--- src/rtl/secuenciador_bus_rtc_pkg.sv ---
// Shared types and constants for the RTC multiplexed bus sequencer.
package rtc_bus_pkg;

    typedef enum logic [2:0] {
        IDLE     = 3'd0,
        DIR_ACT  = 3'd1,
        DIR_FIN  = 3'd2,
        DATO_ACT = 3'd3,
        DATO_FIN = 3'd4,
        RECUPERA = 3'd5
    } estado_t;

    // Level of every active-low strobe when the bus is released.
    localparam logic NIVEL_REPOSO = 1'b1;

    localparam int T_FASE_DEF = 4;

    // Phase counter width; wide enough for the largest legal phase length (255).
    localparam int ANCHO_FASE = 8;

endpackage

--- src/rtl/secuenciador_bus_rtc_temporizador_fase.sv ---
// Phase counter: counts 0..ultimo, pulses fin on the last count, clears on request.
module temporizador_fase #(
    parameter int ANCHO = 8
) (
    input  logic             clk,
    input  logic             rst,
    input  logic             borrar,
    input  logic [ANCHO-1:0] ultimo,
    output logic             fin
);

    logic [ANCHO-1:0] cuenta;

    assign fin = (cuenta == ultimo);

    // Count up, wrapping at the terminal value or restarting when the phase changes.
    always_ff @(posedge clk) begin
        if (rst || borrar || fin) begin
            cuenta <= '0;
        end else begin
            cuenta <= cuenta + ANCHO'(1);
        end
    end

endmodule

--- src/rtl/secuenciador_bus_rtc.sv ---
// Runs one multiplexed address/data bus cycle (write or read) to the external RTC chip.
//
//   state    | meaning
//   IDLE     | bus released, waiting for a start pulse
//   DIR_ACT  | address driven, ad_n and wr_n low
//   DIR_FIN  | address held, wr_n high (chip latches address on its rising edge)
//   DATO_ACT | data phase: wr_n low (write) or rd_n low with bus released (read)
//   DATO_FIN | strobes high, cs_n still low; write data held on the bus
//   RECUPERA | cs_n high, bus released before returning to IDLE
module secuenciador_bus_rtc
    import rtc_bus_pkg::*;
#(
    parameter int T_FASE = T_FASE_DEF
) (
    input  logic       clk,
    input  logic       rst,
    input  logic [7:0] direccion,
    input  logic [7:0] dato_escritura,
    input  logic       inicio_escritura,
    input  logic       inicio_lectura,
    input  logic [7:0] ad_in,
    output logic [7:0] ad_out,
    output logic       ad_oe,
    output logic       cs_n,
    output logic       ad_n,
    output logic       wr_n,
    output logic       rd_n,
    output logic [7:0] dato_leido,
    output logic       ocupado,
    output logic       listo
);

    localparam logic [ANCHO_FASE-1:0] ULTIMO = ANCHO_FASE'(T_FASE - 1);

    estado_t    estado, estado_sig;
    logic       fin_fase, cambio, arranque;
    logic [7:0] dir_q, dato_q;
    logic       lectura_q;
    logic [7:0] dir_act;
    logic       lectura_act;
    logic [7:0] ad_out_d;
    logic       ad_oe_d, cs_n_d, ad_n_d, wr_n_d, rd_n_d;

    // A start is only honoured in IDLE; write has priority over read.
    assign arranque    = (estado == IDLE) && (inicio_escritura || inicio_lectura);
    assign cambio      = (estado_sig != estado);
    // On the start edge the latches are not yet loaded, so decode straight from the inputs.
    assign dir_act     = arranque ? direccion : dir_q;
    assign lectura_act = arranque ? ~inicio_escritura : lectura_q;

    temporizador_fase #(
        .ANCHO (ANCHO_FASE)
    ) u_fase (
        .clk    (clk),
        .rst    (rst),
        .borrar (cambio),
        .ultimo (ULTIMO),
        .fin    (fin_fase)
    );

    // State register.
    always_ff @(posedge clk) begin
        if (rst) begin
            estado <= IDLE;
        end else begin
            estado <= estado_sig;
        end
    end

    // Next-state: every non-idle phase advances when the phase counter terminates.
    always_comb begin
        estado_sig = estado;
        case (estado)
            IDLE:     if (arranque) estado_sig = DIR_ACT;
            DIR_ACT:  if (fin_fase) estado_sig = DIR_FIN;
            DIR_FIN:  if (fin_fase) estado_sig = DATO_ACT;
            DATO_ACT: if (fin_fase) estado_sig = DATO_FIN;
            DATO_FIN: if (fin_fase) estado_sig = RECUPERA;
            RECUPERA: if (fin_fase) estado_sig = IDLE;
            default:  estado_sig = IDLE;
        endcase
    end

    // Bus levels for the state about to be entered; registered below so the pins never glitch.
    always_comb begin
        ad_out_d = 8'h00;
        ad_oe_d  = 1'b0;
        cs_n_d   = NIVEL_REPOSO;
        ad_n_d   = NIVEL_REPOSO;
        wr_n_d   = NIVEL_REPOSO;
        rd_n_d   = NIVEL_REPOSO;
        case (estado_sig)
            DIR_ACT: begin
                cs_n_d   = 1'b0;
                ad_n_d   = 1'b0;
                wr_n_d   = 1'b0;
                ad_oe_d  = 1'b1;
                ad_out_d = dir_act;
            end
            DIR_FIN: begin
                cs_n_d   = 1'b0;
                ad_n_d   = 1'b0;
                ad_oe_d  = 1'b1;
                ad_out_d = dir_act;
            end
            DATO_ACT: begin
                cs_n_d = 1'b0;
                if (lectura_act) begin
                    rd_n_d = 1'b0;
                end else begin
                    wr_n_d   = 1'b0;
                    ad_oe_d  = 1'b1;
                    ad_out_d = dato_q;
                end
            end
            DATO_FIN: begin
                cs_n_d = 1'b0;
                if (!lectura_act) begin
                    ad_oe_d  = 1'b1;
                    ad_out_d = dato_q;
                end
            end
            default: ;
        endcase
    end

    // Capture the operation parameters when a cycle is accepted.
    always_ff @(posedge clk) begin
        if (rst) begin
            dir_q     <= 8'h00;
            dato_q    <= 8'h00;
            lectura_q <= 1'b0;
        end else if (arranque) begin
            dir_q     <= direccion;
            dato_q    <= dato_escritura;
            lectura_q <= ~inicio_escritura;
        end
    end

    // Output registers, status flags and read-data capture at the end of the read strobe.
    always_ff @(posedge clk) begin
        if (rst) begin
            ad_out     <= 8'h00;
            ad_oe      <= 1'b0;
            cs_n       <= NIVEL_REPOSO;
            ad_n       <= NIVEL_REPOSO;
            wr_n       <= NIVEL_REPOSO;
            rd_n       <= NIVEL_REPOSO;
            dato_leido <= 8'h00;
            ocupado    <= 1'b0;
            listo      <= 1'b0;
        end else begin
            ad_out  <= ad_out_d;
            ad_oe   <= ad_oe_d;
            cs_n    <= cs_n_d;
            ad_n    <= ad_n_d;
            wr_n    <= wr_n_d;
            rd_n    <= rd_n_d;
            ocupado <= (estado_sig != IDLE);
            listo   <= (estado == RECUPERA) && fin_fase;
            if ((estado == DATO_ACT) && fin_fase && lectura_q) begin
                dato_leido <= ad_in;
            end
        end
    end

endmodule

--- config.mk ---
export PLATFORM = sky130hd
export DESIGN_NAME = secuenciador_bus_rtc
export DESIGN_NICKNAME = d
export VERILOG_FILES = /design/src/rtl/secuenciador_bus_rtc_pkg.sv /design/src/rtl/secuenciador_bus_rtc_temporizador_fase.sv /design/src/rtl/secuenciador_bus_rtc.sv
export SDC_FILE = /design/constraint.sdc
export NUM_CORES = 1
export LEC_CHECK = 0
export CELL_PAD_IN_SITES_DETAIL_PLACEMENT = 1
export CELL_PAD_IN_SITES_GLOBAL_PLACEMENT = 2
export CORE_ASPECT_RATIO = 0.75
export CORE_MARGIN = 5
export CORE_UTILIZATION = 31
export DETAILED_ROUTE_END_ITERATION = 7
export PLACE_DENSITY_LB_ADDON = 0.1
export SYNTH_ARGS = -nofsm -noshare
export SYNTH_HDL_FRONTEND = slang
export SYNTH_SLANG_ARGS = --single-unit
--- constraint.sdc ---
create_clock -name clk -period 3.87 [get_ports clk]
set_input_delay 0.774 -clock clk [delete_from_list [all_inputs] [get_ports clk]]
set_output_delay 0.774 -clock clk [all_outputs]
set_load 0.1 [all_outputs]
==> impl_table.tex, run 1 <==
\begin{tabular}{lr}
\hline
Metric & Value \\
\hline
\multicolumn{2}{l}{\textbf{Critical path}} \\
\quad Worst Path Max Fanout & 2 \\
\quad Setup crit end kind & output pin \\
\quad CP Data Required Time & 3.10 ns \\
\quad CP delay by family, top & buffers and inverters \\
\quad Slowest cell on the critical path & sky130\_fd\_sc\_hd\_\_clkdlybuf4s50\_1 \\
\quad Startpoint kind of the worst setup timing path & register \\
\quad Data arrival, critical path & 1.78 ns \\
\quad Bufs and invs on worst path & 1 \\
\quad Critical path launch point & dato\_leido[0] \\
\quad R2r startpoint & u\_fase.cuenta[0] \\
\quad Ordered list of cells on the worst path & clkdlybuf4s50\_1 \\
\quad Critical path start-end classification & register to output pin \\
\quad Maximum cell stage delay along the critical path & 1.15 ns \\
\multicolumn{2}{l}{\textbf{Clocking}} \\
\quad CTS clk-pin slew, worst paths & 0.09 ns \\
\quad H-Tree Level Count & 2 \\
\quad CTS Sinks & 51 \\
\quad Clock tree from TritonCTS & built \\
\quad Number of hold buffers added after CTS & 0 \\
\quad Worst-Skew Late Latency & 0.29 ns \\
\quad Number of buffers inserted during clock tree synthesis & 5 \\
\quad Gates resized, CTS repair & 0 \\
\quad CTS Root Buffer Type & sky130\_fd\_sc\_hd\_\_clkbuf\_8 \\
\quad Number of setup buffers added after CTS & 0 \\
\quad Maximum clock insertion buffer count & 2 \\
\multicolumn{2}{l}{\textbf{Yosys}} \\
\quad Syn Std Cell Area & 2000 µm² \\
\quad Leading register cell type out of synthesis & sky130\_fd\_sc\_hd\_\_dfxtp\_1 \\
\quad Fraction of the yosys area taken by sequential cells & 0.510 \\
\quad Ys async rst share & 0 \\
\quad YS warnings & 0 \\
\quad Number of instances in the synthesized netlist & 204 \\
\quad Net count after synthesis & 233 \\
\quad Flops \& latches, synth & 51 \\
\quad Distinct cell type count of the synthesized netlist & 42 \\
\quad EDFF count, synth & 0 \\
\quad Synthesized area per cell & 9.81 µm² \\
\multicolumn{2}{l}{\textbf{Power and ir drop}} \\
\quad Net Sw Frac & 0.300 \\
\quad Portion of total power attributed to combinational logic & 0.198 \\
\quad Power density over the cells & 406 nW/µm² \\
\quad Net switching power & 0.323 mW \\
\quad Clock power share & 0.275 \\
\quad Largest voltage drop on the vdd net & 0.000142 V \\
\quad Reg power frac & 0.527 \\
\quad Static leakage & 1.05 nW \\
\quad Internal power & 0.752 mW \\
\multicolumn{2}{l}{\textbf{Floorplanning}} \\
\quad Initial cell density of the core & 0.318 \\
\quad Area enclosed by the die boundary & 8180 µm² \\
\quad Io pins & 51 \\
\quad Std cell rows & 25 \\
\quad Standard cell core area & 6290 µm² \\
\quad Chip height & 79.6 µm \\
\quad Die Width & 103 µm \\
\multicolumn{2}{l}{\textbf{STA}} \\
\quad Peak Freq & 0.392 GHz \\
\quad Layout Skew & 0.00634 ns \\
\quad Final setup fails & 0 \\
\quad Worst slew margin relative to its limit & 0.337 \\
\quad Setup TNS Final & 0 ns \\
\quad Share of the cycle needed by the critical path after routing & 0.660 \\
\quad Unrepaired setup endpoints after global routing & false \\
\quad Worst slack on hold paths & 0.461 ns \\
\quad Minimum clock period after layout & 2.55 ns \\
\quad Slew of the pin with the lowest slew margin & 0.991 ns \\
\quad Hold violation count in the final report & 0 \\
\quad Number of max-slew violations in the final report & 0 \\
\multicolumn{2}{l}{\textbf{Place}} \\
\quad Number of input and output port buffers inserted & 50 \\
\quad Routability-driven placement congestion ratio & 0.691 \\
\quad Placed wire-length estimate & 3670 µm \\
\multicolumn{2}{l}{\textbf{Layout}} \\
\quad Layout Area Growth over Synthesis & 32.5\% \\
\quad Nets@finish & 282 \\
\quad Ratio of cells with drive above 1 in the final layout & 0.0787 \\
\quad Antenna diode count & 0 \\
\quad Number of fill cells & 710 \\
\multicolumn{2}{l}{\textbf{Global route}} \\
\quad Antenna violations before repair & 0 \\
\quad Maximum number of pins on one net before global-route repair & 23 \\
\quad Global router's overall resource usage & 0.131 \\
\quad First-pass GRT wire length & 8450 µm \\
\quad Total gr overflow & 0 \\
\quad Number of global-route vias before repair & 1,753 \\
\multicolumn{2}{l}{\textbf{Run status}} \\
\quad Status & finished, final reports clean \\
\multicolumn{2}{l}{\textbf{Drt}} \\
\quad Count of routing violations after the opening detailed-route iteration & 26 \\
\quad Total iterations of the first detailed-routing run & 4 \\
\quad Count of unresolved DRC violations after routing & 0 \\
\quad Number of nets still failing antenna checks after routing & 0 \\
\quad Detailed-route via count & 1,584 \\
\quad Routed vias/inst & 4.73 \\
\quad Mean routed wirelength per cell & 15.0 µm \\
\quad Final Routed Wirelength & 5040 µm \\
\multicolumn{2}{l}{\textbf{Min path}} \\
\quad Min-delay worst type & register to register \\
\quad Min-delay src & dato\_q[5] \\
\multicolumn{2}{l}{\textbf{Job}} \\
\quad Number of max-cap violations & 0 \\
\hline
\end{tabular}
-- power by group through the flow --
stage          Clock [mW]  Sequential (mW)  Combinational (mW)
6_report            0.296            0.567               0.213
5_1_grt             0.330            0.571               0.228
4_1_cts             0.312            0.568               0.216
3_5_place_dp            0            0.580               0.216
2_1_floorplan           0            0.653              0.0713
3_3_place_gp            0            0.580               0.215
-- per-stage QoR --
step / instance area (µm²) / setup slack, ns / power (mW) / cells / util
CTS: 2650 / 1.29 / 1.10 / 335 / 0.422
finish: 2650 / 1.32 / 1.08 / 335 / 0.422
global route: 2650 / 1.23 / 1.13 / 335 / 0.422
global placement: 2570 / 1.09 / 0.795 / 327 / 0.409
floorplan: 2000 / 1.84 / 0.724 / 204 / -
detailed placement: 2570 / 1.04 / 0.796 / 327 / 0.409
-- state kept, by name (all words and copies together) (netlist names) --
name	cells
wr_n	1
dato_q	8
ad_n	1
lectura_q	1
estado	3
ocupado	1
rd_n	1
listo	1
ad_out	8
u_fase.cuenta	8
dato_leido	8
cs_n	1
ad_oe	1
dir_q	8
-- worst paths after layout --
kind | slack (ns) | depth (start not counted) | end
setup / recovery | 1.32 | 1 | dato_leido[0]
hold / removal | 0.46 | 2 | dato_q[5]
setup reg to reg | 1.64 | 5 | ad_out[0]
hold reg to reg | 0.46 | 2 | dato_q[5]
-- cell usage after synthesis, types with 2 or more instances --
library cell	instances	area, µm²
sky130_fd_sc_hd__dfxtp_1	51	1020
sky130_fd_sc_hd__nor2_1	29	109
sky130_fd_sc_hd__nand2_1	18	67.6
sky130_fd_sc_hd__mux2i_1	16	160
sky130_fd_sc_hd__a21oi_1	13	65.1
sky130_fd_sc_hd__nand3_1	8	40.0
sky130_fd_sc_hd__o21ai_0	8	40.0
sky130_fd_sc_hd__o22ai_1	7	43.8
sky130_fd_sc_hd__clkbuf_1	6	22.5
sky130_fd_sc_hd__xor2_1	6	52.6
sky130_fd_sc_hd__inv_1	4	15.0
sky130_fd_sc_hd__xnor2_1	3	26.3
sky130_fd_sc_hd__a211oi_1	2	15.0
sky130_fd_sc_hd__and3_1	2	12.5
sky130_fd_sc_hd__buf_2	2	10.0
sky130_fd_sc_hd__nand2b_1	2	12.5
sky130_fd_sc_hd__nor3_1	2	10.0
-- cell type report --
cell class                      instances  area, µm²  area share
Inverter                                4       15.0     0.00566
Clock inverter                          1       5.00     0.00189
Multi-Input combinational cell        139        917       0.346
Sequential cell                        51       1020       0.385
Clock buffer                            7       76.3      0.0288
Timing Repair Buffer                   52        515       0.194
Tap cell                               81        101      0.0382
-- tightest hold or removal path, stage by stage (launching register included) --
cell and delay [ns]:
sky130_fd_sc_hd__dfxtp_1 0.32, sky130_fd_sc_hd__nand2_1 0.05, sky130_fd_sc_hd__a21oi_1 0.05
-- placed cells by master (no fill, tap or decap), types with 2 or more instances in the layout --
cell type and instances:
sky130_fd_sc_hd__xor2_1 6, sky130_fd_sc_hd__o22ai_1 7, sky130_fd_sc_hd__xnor2_1 3, sky130_fd_sc_hd__nand3_1 8
sky130_fd_sc_hd__nand2b_1 2, sky130_fd_sc_hd__clkdlybuf4s50_1 50, sky130_fd_sc_hd__a211oi_1 2, sky130_fd_sc_hd__clkbuf_8 5
sky130_fd_sc_hd__nor2_1 29, sky130_fd_sc_hd__o21ai_0 8, sky130_fd_sc_hd__mux2i_1 16, sky130_fd_sc_hd__clkbuf_1 2
sky130_fd_sc_hd__nor3_1 2, sky130_fd_sc_hd__a21oi_1 13, sky130_fd_sc_hd__and3_1 2, sky130_fd_sc_hd__nand2_1 18
sky130_fd_sc_hd__dfxtp_1 51, sky130_fd_sc_hd__buf_4 2, sky130_fd_sc_hd__inv_1 4
-- layer usage --
layer,track usage,part of all wire
met3,0.0419,0.064
met2,0.198,0.41
met4,0.0233,0.0046
met1,0.184,0.52
met5,0,0
-- cell families after synthesis --
kind of cell | Yosys count | synth area share
xor gates and xnor gates | 9 | 0.0394
muxes | 17 | 0.0913
AOI/OAI and AO/OA | 40 | 0.136
and+or+nand+nor | 71 | 0.178
buffers and inverters | 14 | 0.0331
adders and majority gates | 2 | 0.0119
DFF | 51 | 0.510
No activity file was read; power rests on OpenSTA's default activity.
==> inputs of run 2 (changes only) <==
Settings changed: CORE_UTILIZATION 31 to 29.
Clock period 3.87 ns to 2.55 ns, I/O delays scaled along.
==> run 2 against run 1 <==
Net effect: critical path depth is 5 higher; global-route usage is 0.67 points lower; cell count is 1.8% higher; wire length is 1.8% higher; sequential share of layout area is 0.13 points higher.
==> impl_table.tex, run 2 (synthesized netlist as in run 1, its figures left out) <==
\begin{tabular}{lr}
\hline
Metric & Value \\
\hline
\multicolumn{2}{l}{\textbf{Drt}} \\
\quad Number of nets still failing antenna checks after routing & 0 \\
\quad Routed vias/inst & 4.67 \\
\quad Count of unresolved DRC violations after routing & 0 \\
\quad Count of routing violations after the opening detailed-route iteration & 42 \\
\quad Mean routed wirelength per cell & 15.0 µm \\
\quad Total iterations of the first detailed-routing run & 4 \\
\quad Detailed-route via count & 1,592 \\
\quad Final Routed Wirelength & 5130 µm \\
\multicolumn{2}{l}{\textbf{Floorplanning}} \\
\quad Io pins & 51 \\
\quad Die Width & 106 µm \\
\quad Chip height & 81.9 µm \\
\quad Area enclosed by the die boundary & 8680 µm² \\
\quad Initial cell density of the core & 0.296 \\
\quad Std cell rows & 26 \\
\quad Standard cell core area & 6770 µm² \\
\multicolumn{2}{l}{\textbf{Power and ir drop}} \\
\quad Largest voltage drop on the vdd net & 0.000314 V \\
\quad Power density over the cells & 643 nW/µm² \\
\quad Static leakage & 1.11 nW \\
\multicolumn{2}{l}{\textbf{Critical path}} \\
\quad Data arrival, critical path & 2.38 ns \\
\quad Startpoint kind of the worst setup timing path & register \\
\quad Ordered list of cells on the worst path & ha\_1 > nor3b\_2 > buf\_4 > a2111oi\_1 > o22ai\_2 > o22ai\_1 \\
\quad Slowest cell on the critical path & sky130\_fd\_sc\_hd\_\_a2111oi\_1 \\
\quad CP delay by family, top & compound AO/OA/AOI/OAI gates \\
\quad CP Data Required Time & 2.78 ns \\
\quad Bufs and invs on worst path & 1 \\
\quad Worst Path Max Fanout & 8 \\
\quad Critical path start-end classification & register to register \\
\quad Setup crit end kind & register \\
\quad Maximum cell stage delay along the critical path & 0.61 ns \\
\multicolumn{2}{l}{\textbf{Layout}} \\
\quad Nets@finish & 285 \\
\quad Number of fill cells & 776 \\
\quad Antenna diode count & 0 \\
\quad Layout Area Growth over Synthesis & 32.1\% \\
\quad Ratio of cells with drive above 1 in the final layout & 0.187 \\
\quad Commonest non-fill, non-tap cells in the layout & sky130\_fd\_sc\_hd\_\_dfxtp\_1 (51), sky130\_fd\_sc\_hd\_\_nor2\_1 (29), sky130\_fd\_sc\_hd\_\_buf\_4 (28) \\
\quad Leading cell type in the layout, fill and taps excluded & sky130\_fd\_sc\_hd\_\_dfxtp\_1 \\
\quad Post-route cell area & 2640 µm² \\
\multicolumn{2}{l}{\textbf{STA}} \\
\quad Peak Freq & 0.465 GHz \\
\quad Setup TNS Final & 0 ns \\
\quad Worst slew margin relative to its limit & 0.582 \\
\quad Unrepaired setup endpoints after global routing & false \\
\quad Slew of the pin with the lowest slew margin & 0.625 ns \\
\quad Minimum clock period after layout & 2.15 ns \\
\quad Final setup fails & 0 \\
\quad Share of the cycle needed by the critical path after routing & 0.843 \\
\quad Number of max-slew violations in the final report & 0 \\
\quad Hold violation count in the final report & 0 \\
\quad Layout Skew & 0.00802 ns \\
\multicolumn{2}{l}{\textbf{Global route}} \\
\quad Maximum number of pins on one net before global-route repair & 34 \\
\quad Global router's overall resource usage & 0.124 \\
\quad Total gr overflow & 0 \\
\quad Number of global-route vias before repair & 1,696 \\
\quad First-pass GRT wire length & 8600 µm \\
\quad Antenna violations before repair & 0 \\
\multicolumn{2}{l}{\textbf{Place}} \\
\quad Number of input and output port buffers inserted & 50 \\
\quad Cell area after placement & 2540 µm² \\
\quad Placed wire-length estimate & 3650 µm \\
\quad Routability-driven placement congestion ratio & 0.662 \\
\multicolumn{2}{l}{\textbf{Clocking}} \\
\quad Clock tree from TritonCTS & built \\
\quad Gates resized, CTS repair & 0 \\
\quad CTS Sinks & 51 \\
\quad Maximum clock insertion buffer count & 2 \\
\quad Worst-Skew Late Latency & 0.30 ns \\
\quad H-Tree Level Count & 2 \\
\quad CTS Root Buffer Type & sky130\_fd\_sc\_hd\_\_clkbuf\_8 \\
\quad Number of buffers inserted during clock tree synthesis & 5 \\
\quad Number of setup buffers added after CTS & 0 \\
\quad CTS clk-pin slew, worst paths & 0.10 ns \\
\quad Number of hold buffers added after CTS & 0 \\
\multicolumn{2}{l}{\textbf{Min path}} \\
\quad Min-delay worst type & register to register \\
\multicolumn{2}{l}{\textbf{Run status}} \\
\quad Status & finished, final reports clean \\
\multicolumn{2}{l}{\textbf{Job}} \\
\quad Number of max-cap violations & 0 \\
\hline
\end{tabular}
## run 2: cell count changes in the layout (fill, tap and decap cells not counted), sizes merged
cell,delta
clkdlybuf4s50,-23
buf,+26
clkinvlp,+1
clkinv,-1
## run 2: path summary, 6_finish.rpt
kind	start	to	slack [ns]	cells past startpoint
min reg2reg	dato_q[6]	dato_q[6]	0.46	2
min	dato_q[6]	dato_q[6]	0.46	2
max	u_fase.cuenta[0]	ad_out[0]	0.40	6
max reg2reg	u_fase.cuenta[0]	ad_out[0]	0.40	6
## run 2: where the power goes
group / switching, mW / total, mW / internal, mW
Sequential: 0.0212 / 0.860 / 0.839
Clock: 0.271 / 0.519 / 0.248
Combinational: 0.214 / 0.320 / 0.106
## run 2: cell type report
cell class / count / area [µm²] / area share
clock buffer: 7 / 96.3 / 0.0365
clock inverter: 1 / 7.51 / 0.00284
inverter: 4 / 15.0 / 0.00568
multi-input combinational: 139 / 917 / 0.347
sequential: 51 / 1020 / 0.386
tap: 84 / 105 / 0.0398
timing repair buffer: 55 / 480 / 0.182
## run 2: tightest hold or removal path: stages, from the launching register on
cell and delay [ns]:
sky130_fd_sc_hd__dfxtp_1 0.32, sky130_fd_sc_hd__nand2_1 0.05, sky130_fd_sc_hd__a21oi_1 0.05
## run 2: metrics by stage
stage	instances	power [mW]	utilization	worst slack (ns)	hold WS, ns
2_1_floorplan	204	1.10	-	0.770	0.433
3_3_place_gp	333	1.20	0.375	0.353	0.439
3_5_place_dp	333	1.20	0.375	0.290	0.446
4_1_cts	341	1.73	0.391	0.395	0.460
5_1_grt	341	1.78	0.391	0.183	0.484
6_report	341	1.70	0.391	0.400	0.458
## run 2: metal layers
layer	global-route usage	vias to the layer above	wire (µm)
met1	0.171	743	2640
li1	-	811	-
met4	0.0233	0	17
met3	0.0440	2	282
met5	0	-	0
met2	0.190	36	2190
